## config.mk

```make
export PLATFORM = sky130hd
export DESIGN_NAME = fp_add_mul_unit
export DESIGN_NICKNAME = d
export VERILOG_FILES = /design/src/rtl/fp_pkg.sv /design/src/rtl/fp_extract.sv /design/src/rtl/fp_add_mul_unit.sv
export SDC_FILE = /design/constraint.sdc
export NUM_CORES = 2
export LEC_CHECK = 0
export ABC_AREA = 1
export CAP_MARGIN = 20
export CORE_UTILIZATION = 35
export DETAILED_ROUTE_END_ITERATION = 7
export SETUP_SLACK_MARGIN = 0.4
export SYNTH_ARGS = -nofsm -noshare
export SYNTH_HDL_FRONTEND = slang
export SYNTH_SLANG_ARGS = --single-unit
export TNS_END_PERCENT = 5
```

## constraint.sdc

```tcl
create_clock -name clk -period 0.8 [get_ports clk]
set_input_delay 0.16 -clock clk [delete_from_list [all_inputs] [get_ports clk]]
set_output_delay 0.16 -clock clk [all_outputs]
set_load 0.05 [all_outputs]
```

## src/rtl/fp_pkg.sv

```systemverilog
// Shared binary32 field widths, constants, op encoding and unpacked-operand type
// used by the add/sub/multiply unit.
package fp_pkg;

  localparam int unsigned EXP_W  = 8;
  localparam int unsigned FRAC_W = 23;
  localparam int unsigned BIAS   = 127;

  localparam logic [31:0] QNAN    = 32'h7FC00000;
  localparam logic [31:0] POS_INF = 32'h7F800000;

  typedef enum logic [1:0] {
    OP_ADD = 2'b00,
    OP_SUB = 2'b01,
    OP_MUL = 2'b10,
    OP_RSV = 2'b11
  } op_e;

  typedef struct packed {
    logic              sign;
    logic [EXP_W-1:0]  exp;
    logic [FRAC_W:0]   sig;
    logic              is_zero;
    logic              is_inf;
    logic              is_nan;
  } fp_unpacked_t;

  function automatic logic [4:0] lzc24(input logic [23:0] v);
    logic [4:0] n;
    n = 5'd24;
    for (int unsigned i = 0; i < 24; i++) begin
      if (v[i]) n = 5'(23 - i);
    end
    return n;
  endfunction

  // Saturates to signed infinity on overflow and signed zero on underflow.
  function automatic logic [31:0] pack_fp(input logic sign,
                                          input logic signed [9:0] exp,
                                          input logic [FRAC_W-1:0] frac);
    logic [31:0] r;
    if (exp >= 10'sd255)   r = {sign, POS_INF[30:0]};
    else if (exp <= 10'sd0) r = {sign, 31'd0};
    else                    r = {sign, exp[7:0], frac};
    return r;
  endfunction

endpackage

```

## src/rtl/fp_extract.sv

```systemverilog
// Combinational binary32 unpacker with subnormal flush-to-zero.
module fp_extract
  import fp_pkg::*;
(
  input  logic [31:0]  value,
  output fp_unpacked_t fields
);

  logic [EXP_W-1:0]  exp_f;
  logic [FRAC_W-1:0] frac_f;

  assign exp_f  = value[30:23];
  assign frac_f = value[22:0];

  always_comb begin
    fields.sign    = value[31];
    fields.exp     = exp_f;
    fields.sig     = (exp_f != '0) ? {1'b1, frac_f} : '0;
    fields.is_zero = (exp_f == '0);
    fields.is_inf  = (exp_f == '1) && (frac_f == '0);
    fields.is_nan  = (exp_f == '1) && (frac_f != '0);
  end

endmodule

```

## src/rtl/fp_add_mul_unit.sv

```systemverilog
// Binary32 add/subtract/multiply with truncating rounding and a single
// registered output stage.
module fp_add_mul_unit
  import fp_pkg::*;
(
  input  logic        clk,
  input  logic        reset,
  input  logic        in_valid,
  input  logic [1:0]  op,
  input  logic [31:0] A,
  input  logic [31:0] B,
  output logic [31:0] result,
  output logic        out_valid
);

  fp_unpacked_t ua, ub;
  op_e          op_sel;
  logic         sb_eff;
  logic         a_big;

  fp_extract u_ext_a (.value(A), .fields(ua));
  fp_extract u_ext_b (.value(B), .fields(ub));

  assign op_sel = op_e'(op);
  assign sb_eff = ub.sign ^ (op_sel == OP_SUB);
  assign a_big  = {ua.exp, ua.sig} >= {ub.exp, ub.sig};

  logic              lg_sign, sm_sign;
  logic [EXP_W-1:0]  lg_exp, sm_exp, shift;
  logic [FRAC_W:0]   lg_sig, sm_sig, sm_shifted, dif, norm_dif;
  logic [24:0]       sum;
  logic [4:0]        lz;
  logic signed [9:0] exp_add;
  logic [FRAC_W-1:0] frac_add;
  logic [31:0]       add_core, add_res;

  always_comb begin
    lg_sign    = a_big ? ua.sign : sb_eff;
    sm_sign    = a_big ? sb_eff  : ua.sign;
    lg_exp     = a_big ? ua.exp  : ub.exp;
    sm_exp     = a_big ? ub.exp  : ua.exp;
    lg_sig     = a_big ? ua.sig  : ub.sig;
    sm_sig     = a_big ? ub.sig  : ua.sig;
    shift      = lg_exp - sm_exp;
    sm_shifted = sm_sig >> shift;
    sum        = {1'b0, lg_sig} + {1'b0, sm_shifted};
    dif        = lg_sig - sm_shifted;
    lz         = lzc24(dif);
    norm_dif   = dif << lz;
    exp_add    = $signed({2'b00, lg_exp});
    frac_add   = '0;
    if (lg_sign == sm_sign) begin
      if (sum[24]) begin
        frac_add = sum[23:1];
        exp_add  = $signed({2'b00, lg_exp}) + 10'sd1;
      end else begin
        frac_add = sum[22:0];
      end
    end else begin
      frac_add = norm_dif[22:0];
      exp_add  = $signed({2'b00, lg_exp}) - $signed({5'b00000, lz});
    end
    add_core = pack_fp(lg_sign, exp_add, frac_add);
    if ((lg_sign != sm_sign) && (dif == '0)) add_core = '0;
  end

  always_comb begin
    add_res = add_core;
    if (ua.is_nan || ub.is_nan)                          add_res = QNAN;
    else if (ua.is_inf && ub.is_inf && ua.sign != sb_eff) add_res = QNAN;
    else if (ua.is_inf)                                  add_res = {ua.sign, POS_INF[30:0]};
    else if (ub.is_inf)                                  add_res = {sb_eff, POS_INF[30:0]};
    else if (ua.is_zero && ub.is_zero)                   add_res = (ua.sign == sb_eff) ? {ua.sign, 31'd0} : '0;
    else if (ua.is_zero)                                 add_res = {sb_eff, ub.exp, ub.sig[22:0]};
    else if (ub.is_zero)                                 add_res = {ua.sign, ua.exp, ua.sig[22:0]};
  end

  logic              sx;
  logic [47:0]       prod;
  logic signed [9:0] exp_mul;
  logic [FRAC_W-1:0] frac_mul;
  logic [31:0]       mul_res;

  always_comb begin
    sx       = ua.sign ^ ub.sign;
    prod     = ua.sig * ub.sig;
    exp_mul  = $signed({2'b00, ua.exp}) + $signed({2'b00, ub.exp}) - 10'sd127;
    frac_mul = prod[45:23];
    if (prod[47]) begin
      frac_mul = prod[46:24];
      exp_mul  = exp_mul + 10'sd1;
    end
    mul_res = pack_fp(sx, exp_mul, frac_mul);
    if (ua.is_nan || ub.is_nan)                                         mul_res = QNAN;
    else if ((ua.is_inf && ub.is_zero) || (ub.is_inf && ua.is_zero))   mul_res = QNAN;
    else if (ua.is_inf || ub.is_inf)                                    mul_res = {sx, POS_INF[30:0]};
    else if (ua.is_zero || ub.is_zero)                                  mul_res = {sx, 31'd0};
  end

  logic unused_bits;
  assign unused_bits = ^{prod[22:0], norm_dif[23]};

  logic [31:0] next_result;

  always_comb begin
    next_result = '0;
    case (op_sel)
      OP_ADD, OP_SUB: next_result = add_res;
      OP_MUL:         next_result = mul_res;
      default:        next_result = '0;
    endcase
  end

  always_ff @(posedge clk or negedge reset) begin
    if (!reset) begin
      result    <= '0;
      out_valid <= 1'b0;
    end else begin
      out_valid <= in_valid;
      if (in_valid) result <= next_result;
    end
  end

endmodule

```

* Word-level counts from Yosys, hierarchy flattened *
Cells that the tools add are included.

word-level totals
  input port bits = 69
  flip-flop bits (word level) = 33

operators by class
  muxes and demuxes = 56
  shift-type cells = 2
  equality and inequality tests = 8
  $add $sub $neg = 8
  magnitude comparators = 5
  reductions and logical operators = 25
  multiply operators = 1
  bitwise operators = 2

operators with widths
  operator                 count
  $mux W32                 11
  $mux W31                 6
  $mux W5                  22
  $mux W24                 4
  $mux W23                 3
  $pmux W32 S2             1
  $mul A24 B24 Y48         1
  $logic_not A23 Y1        2
  $reduce_bool A23 Y1      2
  $ge A32 B32 Y1           1
  $add A24 B24 Y25         1
  $logic_not A24 Y1        1
  $shl A24 B5 Y23          1
  $shr A24 B8 Y24          1
  $sub A24 B24 Y24         1
  $ge A10 B9 Y1 const B    2
  $le A10 B1 Y1 const B    2
  $mux W10                 2
  $eq A8 B8 Y1 const B     2
  $logic_not A8 Y1         2
  $mux W8                  2
  $reduce_bool A8 Y1       2
  $add A10 B2 Y10 const B  1
  $logic_and A1 B1 Y1      10
  16 further kinds         24

* Depth between registers and ports, before layout *
  depth after elaboration = 45
  depth in mapped cells = 85
  mapped depth without buffers = 81

* Cells and area by module *
From an unflattened synthesis, not the netlist that was laid out.

second synthesis, totals
  cells, all modules = 4,459
  area total of the unflattened synthesis = 30,364.1 µm²

by module, submodules not included
  module           cells each  instances  area each (µm²)  seq. area each (µm²)
  fp_add_mul_unit  4,273       1          29,508.3         825.8
  fp_extract       93          2          427.9            0.0

* Worst setup path after synthesis *
OpenSTA, ideal clock, no wires.

  path kind = input to register
  from = input B[24]
  to = register result[14]
  data arrival time = 9.871 ns
  library setup time = 0.119 ns
  slack = -9.190 ns
  required time = 0.681 ns
  path buffers = 8
  cell stages on the path = 79
  path through = inv_1 -> nand4_1 -> or2_1 -> buf_2 -> inv_2 -> clkbuf_1 -> clkbuf_1 -> nor2_1 -> clkbuf_1 -> ha_1 -> or2_2 -> nor3_2 -> nand2_1 -> a21boi_1 -> o31ai_1 -> nand3_2 -> buf_6 -> nand2_1 -> [43 not listed] -> a21oi_1 -> o21ai_0 -> a21oi_1 -> o21bai_1 -> or2_2 -> o21ai_1 -> nand3b_1 -> nand2_1 -> nand3_1 -> o21ai_2 -> nor2_4 -> inv_2 -> buf_6 -> nor2_1 -> o21ai_1 -> nand2_1 -> a21oi_1 -> nor2_1

on the way
  longest elaborated chain between the ends = 45

ends and longest elaborated chain
  item                        RTL line                                      source
  start: declaration          fp_add_mul_unit.sv:11                         input logic [31:0] B,
  $reduce_bool A8 Y1          fp_extract.sv:18                              fields.sig = (exp_f != '0) ? {1'b1, frac_f} : '0;
  $mux W24                    fp_extract.sv:18
  $ge A32 B32 Y1              fp_add_mul_unit.sv:26                         assign a_big = {ua.exp, ua.sig} >= {ub.exp, ub.sig};
  $mux W8 (on tied branches)  fp_add_mul_unit.sv:40, fp_add_mul_unit.sv:41
  $sub A8 B8 Y8               fp_add_mul_unit.sv:44                         shift = lg_exp - sm_exp;
  $shr A24 B8 Y24             fp_add_mul_unit.sv:45                         sm_shifted = sm_sig >> shift;
  $sub A24 B24 Y24            fp_add_mul_unit.sv:47                         dif = lg_sig - sm_shifted;
  $mux W4 (2 in a row)        fp_pkg.sv:32                                  if (v[i]) n = 5'(23 - i);
  [28 not listed]             --
  $mux W32                    fp_add_mul_unit.sv:75                         else if (ub.is_zero) add_res = {ua.sign, ua.exp, ua.sig[22:0]};
  $mux W32                    fp_add_mul_unit.sv:74                         else if (ua.is_zero) add_res = {sb_eff, ub.exp, ub.sig[22:0]};
  $mux W32                    fp_add_mul_unit.sv:73                         else if (ua.is_zero && ub.is_zero) add_res = (ua.sign == sb_eff) ? {ua.sign, 31'd0} : '0;
  $mux W32                    fp_add_mul_unit.sv:72                         else if (ub.is_inf) add_res = {sb_eff, POS_INF[30:0]};
  $mux W32                    fp_add_mul_unit.sv:71                         else if (ua.is_inf) add_res = {ua.sign, POS_INF[30:0]};
  $mux W32                    fp_add_mul_unit.sv:70                         else if (ua.is_inf && ub.is_inf && ua.sign != sb_eff) add_res = QNAN;
  $mux W32                    fp_add_mul_unit.sv:69                         if (ua.is_nan || ub.is_nan) add_res = QNAN;
  $pmux W32 S2 (*)            fp_add_mul_unit.sv:107                        case (op_sel)
  end signal: assignment      fp_add_mul_unit.sv:120                        if (in_valid) result <= next_result;
  end: declaration            fp_add_mul_unit.sv:12                         output logic [31:0] result,

Mark *: on every way between the ends. The rest lies on a longest branch, timed or not.
A chain may end at the register's enable or synchronous reset.

* Final worst setup path *
  from = input A[25]
  to = register result[13]

on the way
  longest elaborated chain between the ends = 45

ends and longest elaborated chain
  item                        RTL line                                      source
  start: declaration          fp_add_mul_unit.sv:10                         input logic [31:0] A,
  $reduce_bool A8 Y1          fp_extract.sv:18
  $mux W24                    fp_extract.sv:18
  $ge A32 B32 Y1              fp_add_mul_unit.sv:26
  $mux W8 (on tied branches)  fp_add_mul_unit.sv:40, fp_add_mul_unit.sv:41
  $sub A8 B8 Y8               fp_add_mul_unit.sv:44
  $shr A24 B8 Y24             fp_add_mul_unit.sv:45
  $sub A24 B24 Y24            fp_add_mul_unit.sv:47
  $mux W4 (2 in a row)        fp_pkg.sv:32
  [28 not listed]             --
  $mux W32                    fp_add_mul_unit.sv:75
  $mux W32                    fp_add_mul_unit.sv:74
  $mux W32                    fp_add_mul_unit.sv:73
  $mux W32                    fp_add_mul_unit.sv:72
  $mux W32                    fp_add_mul_unit.sv:71
  $mux W32                    fp_add_mul_unit.sv:70
  $mux W32                    fp_add_mul_unit.sv:69
  $pmux W32 S2 (*)            fp_add_mul_unit.sv:107

Marked as above.

==> impl_results.html <==
<table>
<tr><th>Metric</th><th>Value</th></tr>
<tr><th colspan="2">Timing</th></tr>
<tr><td>Setup repair after global routing missed its margin</td><td>true</td></tr>
<tr><td>Final worst-path cycle share</td><td>1186%</td></tr>
<tr><td>Number of endpoints with negative hold slack in the final report</td><td>33</td></tr>
<tr><td>Hold slack</td><td>-26.10 ps</td></tr>
<tr><td>Largest clock skew in the final design</td><td>0 ps</td></tr>
<tr><td>Max frequency</td><td>0.1054 GHz</td></tr>
<tr><td>Final count of negative-setup-slack endpoints</td><td>65</td></tr>
<tr><td>Max-slew violation total from the final report</td><td>0</td></tr>
<tr><td>Pin slew with the least headroom to its limit</td><td>656.6 ps</td></tr>
<tr><td>Slew Limit Headroom</td><td>55.77%</td></tr>
<tr><td>Final WS setup</td><td>-8689 ps</td></tr>
<tr><td>Period minus WS final</td><td>9489 ps</td></tr>
<tr><th colspan="2">Worst setup path</th></tr>
<tr><td>Required time of the critical path</td><td>970 ps</td></tr>
<tr><td>Slowest cell on crit path</td><td>sky130_fd_sc_hd__ha_1</td></tr>
<tr><td>Arrival time reported for the critical path endpoint</td><td>9660 ps</td></tr>
<tr><td>Nature of the critical path endpoint</td><td>flip-flop</td></tr>
<tr><td>Library cell appearing most often on the critical path</td><td>sky130_fd_sc_hd__buf_4</td></tr>
<tr><td>Largest stage delay on the critical path</td><td>320 ps</td></tr>
<tr><td>Type of the worst setup path</td><td>in2reg</td></tr>
<tr><td>Worst Setup Start Kind</td><td>input port</td></tr>
<tr><td>CP Max Fanout</td><td>8</td></tr>
<tr><th colspan="2">Placed design</th></tr>
<tr><td>Placed Area</td><td>39820 sq um</td></tr>
<tr><td>Cell Count Post-Placement</td><td>6387</td></tr>
<tr><td>Number of input and output port buffers inserted</td><td>101</td></tr>
<tr><td>Half-perimeter wire length after placement</td><td>113700 um</td></tr>
<tr><td>Routability Congestion</td><td>1.026</td></tr>
<tr><th colspan="2">Clock network</th></tr>
<tr><td>Number of buffers created by CTS</td><td>5</td></tr>
<tr><td>Root Driver</td><td>sky130_fd_sc_hd__clkbuf_16</td></tr>
<tr><td>Clock-pin transition on the worst setup and hold timing paths</td><td>60 ps</td></tr>
<tr><td>TritonCTS clock tree</td><td>yes</td></tr>
<tr><td>Insertion delay to the later sink of the worst-skew pair</td><td>280 ps</td></tr>
<tr><td>H-tree Lvls</td><td>2</td></tr>
<tr><td>Clock tree buffer depth</td><td>2</td></tr>
<tr><td># clock sinks</td><td>33</td></tr>
<tr><th colspan="2">Synth</th></tr>
<tr><td>Mapped cell area</td><td>29990 sq um</td></tr>
<tr><td>Sequential cell area fraction in the yosys report</td><td>2.754%</td></tr>
<tr><td>Proportion of register bits with asynchronous set or reset after synthesis</td><td>100.0%</td></tr>
<tr><td>Post-synth top flop</td><td>sky130_fd_sc_hd__dfrtp_1</td></tr>
<tr><td>Synthesized instance count</td><td>4345</td></tr>
<tr><td>Most common cell in the netlist</td><td>sky130_fd_sc_hd__nand2_1</td></tr>
<tr><td>Number of enable-type register cells in the synthesized netlist</td><td>0</td></tr>
<tr><td>Count of distinct cell types in the synthesized netlist</td><td>67</td></tr>
<tr><td>Largest cells by area after synthesis</td><td>sky130_fd_sc_hd__fa_1, sky130_fd_sc_hd__nand2_1, sky130_fd_sc_hd__ha_1, sky130_fd_sc_hd__inv_1, sky130_fd_sc_hd__nor2_1</td></tr>
<tr><td>Top cells by count, synth</td><td>sky130_fd_sc_hd__nand2_1, sky130_fd_sc_hd__inv_1, sky130_fd_sc_hd__fa_1, sky130_fd_sc_hd__nor2_1, sky130_fd_sc_hd__ha_1</td></tr>
<tr><td>Area share of the largest cell type after synthesis</td><td>32.38%</td></tr>
<tr><td>Synthesized netlist net count</td><td>5197</td></tr>
<tr><td>Number of synthesis warnings</td><td>0</td></tr>
<tr><td>#FFs+latches synth</td><td>33</td></tr>
<tr><td>Mapped Avg Cell Area</td><td>6.902 sq um</td></tr>
<tr><td>Library cell occupying the most area in the post-synthesis netlist</td><td>sky130_fd_sc_hd__fa_1</td></tr>
<tr><th colspan="2">Drt</th></tr>
<tr><td>Routed wire length</td><td>133800 um</td></tr>
<tr><td>Count of unresolved DRC violations after routing</td><td>0</td></tr>
<tr><td>DR pass1 iterations</td><td>7</td></tr>
<tr><td>Number of vias per cell after detailed routing</td><td>5.097</td></tr>
<tr><td>Via count</td><td>33.06k</td></tr>
<tr><td>Remaining number of nets flagged by the antenna check after routing</td><td>0</td></tr>
<tr><td>Iteration-0 DRC count of the detailed router</td><td>2794</td></tr>
<tr><td>Wire length per cell after detailed routing</td><td>20.62 um</td></tr>
<tr><th colspan="2">Global route</th></tr>
<tr><td>Pin count of the biggest net entering global routing</td><td>49</td></tr>
<tr><td>All-Layer GR Usage</td><td>31.10%</td></tr>
<tr><td>Initial antenna violation count</td><td>1</td></tr>
<tr><td>Global route overflow</td><td>0</td></tr>
<tr><td>First-pass GRT wire length</td><td>203400 um</td></tr>
<tr><td>Via count of the first global-routing pass</td><td>33.57k</td></tr>
<tr><th colspan="2">Die</th></tr>
<tr><td>Die boundary width</td><td>294.7 um</td></tr>
<tr><td>DIE AREA</td><td>86850 sq um</td></tr>
<tr><td>Floorplan core area</td><td>84220 sq um</td></tr>
<tr><td>Vertical die dimension</td><td>294.7 um</td></tr>
<tr><td>Starting density of the core</td><td>35.61%</td></tr>
<tr><td>Number of primary I/O pins</td><td>102</td></tr>
<tr><td>Site Rows</td><td>106</td></tr>
<tr><th colspan="2">Outcome</th></tr>
<tr><td>Violated checks</td><td>hold timing, setup timing</td></tr>
<tr><td>Result of the run</td><td>complete, but fails checks</td></tr>
<tr><th colspan="2">Finish</th></tr>
<tr><td>Area of the multi-input gates</td><td>26350 sq um</td></tr>
<tr><td>Area used by sequential logic in the layout</td><td>849.6 sq um</td></tr>
<tr><td>Share of post-route cells with drive strength above 1</td><td>27.82%</td></tr>
<tr><td>Area grow syn2layout</td><td>39.25%</td></tr>
<tr><td>Post-route cell area</td><td>41760 sq um</td></tr>
<tr><td>Number of standard cells in the final layout excluding fillers</td><td>6487</td></tr>
<tr><td># nets final</td><td>6204</td></tr>
<tr><td>Total inserted antenna cells</td><td>0</td></tr>
<tr><td>Number of filler instances in the final layout</td><td>8360</td></tr>
<tr><th colspan="2">Hold path</th></tr>
<tr><td>Worst hold path type</td><td>in2async</td></tr>
<tr><th colspan="2">Flow run</th></tr>
<tr><td>Number of maximum-capacitance constraint violations</td><td>0</td></tr>
</table>
[critical path: cells and delay by family]
family / cells / cell delay, ps
AO/OA/AOI/OAI: 5 / 430
adder cells (fa/ha/maj): 2 / 600
buffers and inverters: 49 / 6110
AND/OR/NAND/NOR: 19 / 2300
[cell usage in the layout (no fill, tap or decap), types with 7 or more instances in the layout]
cell | synthesis | routed
sky130_fd_sc_hd__nor3_1 | 18 | 14
sky130_fd_sc_hd__inv_4 | 0 | 7
sky130_fd_sc_hd__dfrtp_1 | 33 | 14
sky130_fd_sc_hd__nand2_4 | 2 | 10
sky130_fd_sc_hd__a21oi_1 | 244 | 222
sky130_fd_sc_hd__xor2_2 | 2 | 8
sky130_fd_sc_hd__nor2_4 | 10 | 27
sky130_fd_sc_hd__nand3_2 | 5 | 24
sky130_fd_sc_hd__o31ai_1 | 9 | 7
sky130_fd_sc_hd__o21bai_1 | 9 | 9
sky130_fd_sc_hd__nand3_1 | 207 | 186
sky130_fd_sc_hd__clkbuf_2 | 0 | 11
sky130_fd_sc_hd__a22oi_1 | 24 | 23
sky130_fd_sc_hd__nor4_1 | 15 | 14
sky130_fd_sc_hd__nor2_2 | 14 | 41
sky130_fd_sc_hd__buf_6 | 5 | 11
sky130_fd_sc_hd__o211ai_1 | 27 | 27
sky130_fd_sc_hd__inv_2 | 38 | 46
sky130_fd_sc_hd__nand2_1 | 1039 | 993
sky130_fd_sc_hd__xor2_1 | 58 | 52
sky130_fd_sc_hd__nor2_1 | 444 | 400
sky130_fd_sc_hd__inv_1 | 787 | 769
sky130_fd_sc_hd__clkbuf_16 | 0 | 8
sky130_fd_sc_hd__buf_4 | 5 | 1037
sky130_fd_sc_hd__o21ai_1 | 41 | 42
sky130_fd_sc_hd__xnor2_1 | 23 | 22
sky130_fd_sc_hd__o21a_1 | 11 | 11
sky130_fd_sc_hd__buf_12 | 0 | 53
sky130_fd_sc_hd__a21oi_2 | 7 | 26
sky130_fd_sc_hd__o21ai_0 | 144 | 132
sky130_fd_sc_hd__clkdlybuf4s50_1 | 0 | 49
sky130_fd_sc_hd__a31oi_1 | 13 | 11
sky130_fd_sc_hd__nand2_2 | 17 | 55
sky130_fd_sc_hd__nand4_1 | 40 | 40
sky130_fd_sc_hd__dfrtp_2 | 0 | 19
sky130_fd_sc_hd__fa_1 | 485 | 483
sky130_fd_sc_hd__ha_4 | 0 | 20
sky130_fd_sc_hd__clkinv_1 | 18 | 12
sky130_fd_sc_hd__o21ai_2 | 10 | 20
sky130_fd_sc_hd__ha_1 | 298 | 275
[path summary, 6_finish.rpt]
kind / cells after the start / startpoint / slack, ps / end
min in group clk: 2 / in_valid / 250 / out_valid
max in group asynchronous: 2 / reset / 610 / result[13]
max: 75 / A[25] / -8690 / result[13]
min reg2reg: 2 / result[28] / 550 / result[28]
max reg2reg: 2 / result[7] / 40 / result[7]
min: 2 / reset / -30 / result[24]
[area by class of cell]
cell class,instances,area share [%]
multi-input combinational,3293,63.10
timing repair buffer,1174,23.27
inverter,843,7.737
tap,1134,3.398
sequential,33,2.035
clock buffer,6,0.3326
clock inverter,2,0.08989
timing repair inverter,2,0.03296
[registers in the layout (all words and copies together), names as in the netlist]
signal / flops
out_valid: 1
result: 32
[timing repair]
item,CTS,global route
gates cloned,3,3
pin swaps,63,86
resized for setup,142,151
hold endpoints to repair,33,0
setup buffers,69,17
endpoints found under the setup margin,99,65
[per-stage QoR]
| step | hold WS, ps | utilization [%] | worst slack [ps] | TNS [ps] |
|---|---|---|---|---|
| after floorplan | -135.6 | - | -7974 | -248970 |
| after global placement | 528.3 | 47.28 | -9452 | -298810 |
| after detailed placement | 538.2 | 47.28 | -9588 | -302710 |
| after CTS | -9.889 | 48.72 | -8643 | -278860 |
| after global routing | 3.187 | 49.58 | -9047 | -293510 |
| final | -26.10 | 49.58 | -8689 | -281700 |
[cells by family (layout without fill, tap and decap cells)]
group                      after synthesis  after routing  share of synthesized area [%]
xor gates and xnor gates                84             84                          2.566
and+or+nand+nor                       1840           1840                          25.50
buffers and inverters                 1019           2027                          13.03
adders and majority gates              783            783                          44.81
DFF                                     33             33                          2.754
muxes                                    3              3                         0.1043
AOI/OAI and AO/OA                      583            583                          11.23
[layer usage]
metal / share of wire, % / GRT usage (%) / wire length, um / up-vias
met3: 8.7 / 4.645 / 11640 / 356
met4: 6.2 / 14.81 / 8248 / 4
met2: 44 / 49.37 / 59210 / 1498
met1: 41 / 41.32 / 54610 / 15804
li1: - / - / - / 15400
met5: 0.045 / 0.4538 / 60 / -
Power is left out: the tool's default activity adds up to more than one toggle a clock period on the data nets, which glitch-free logic cannot reach.
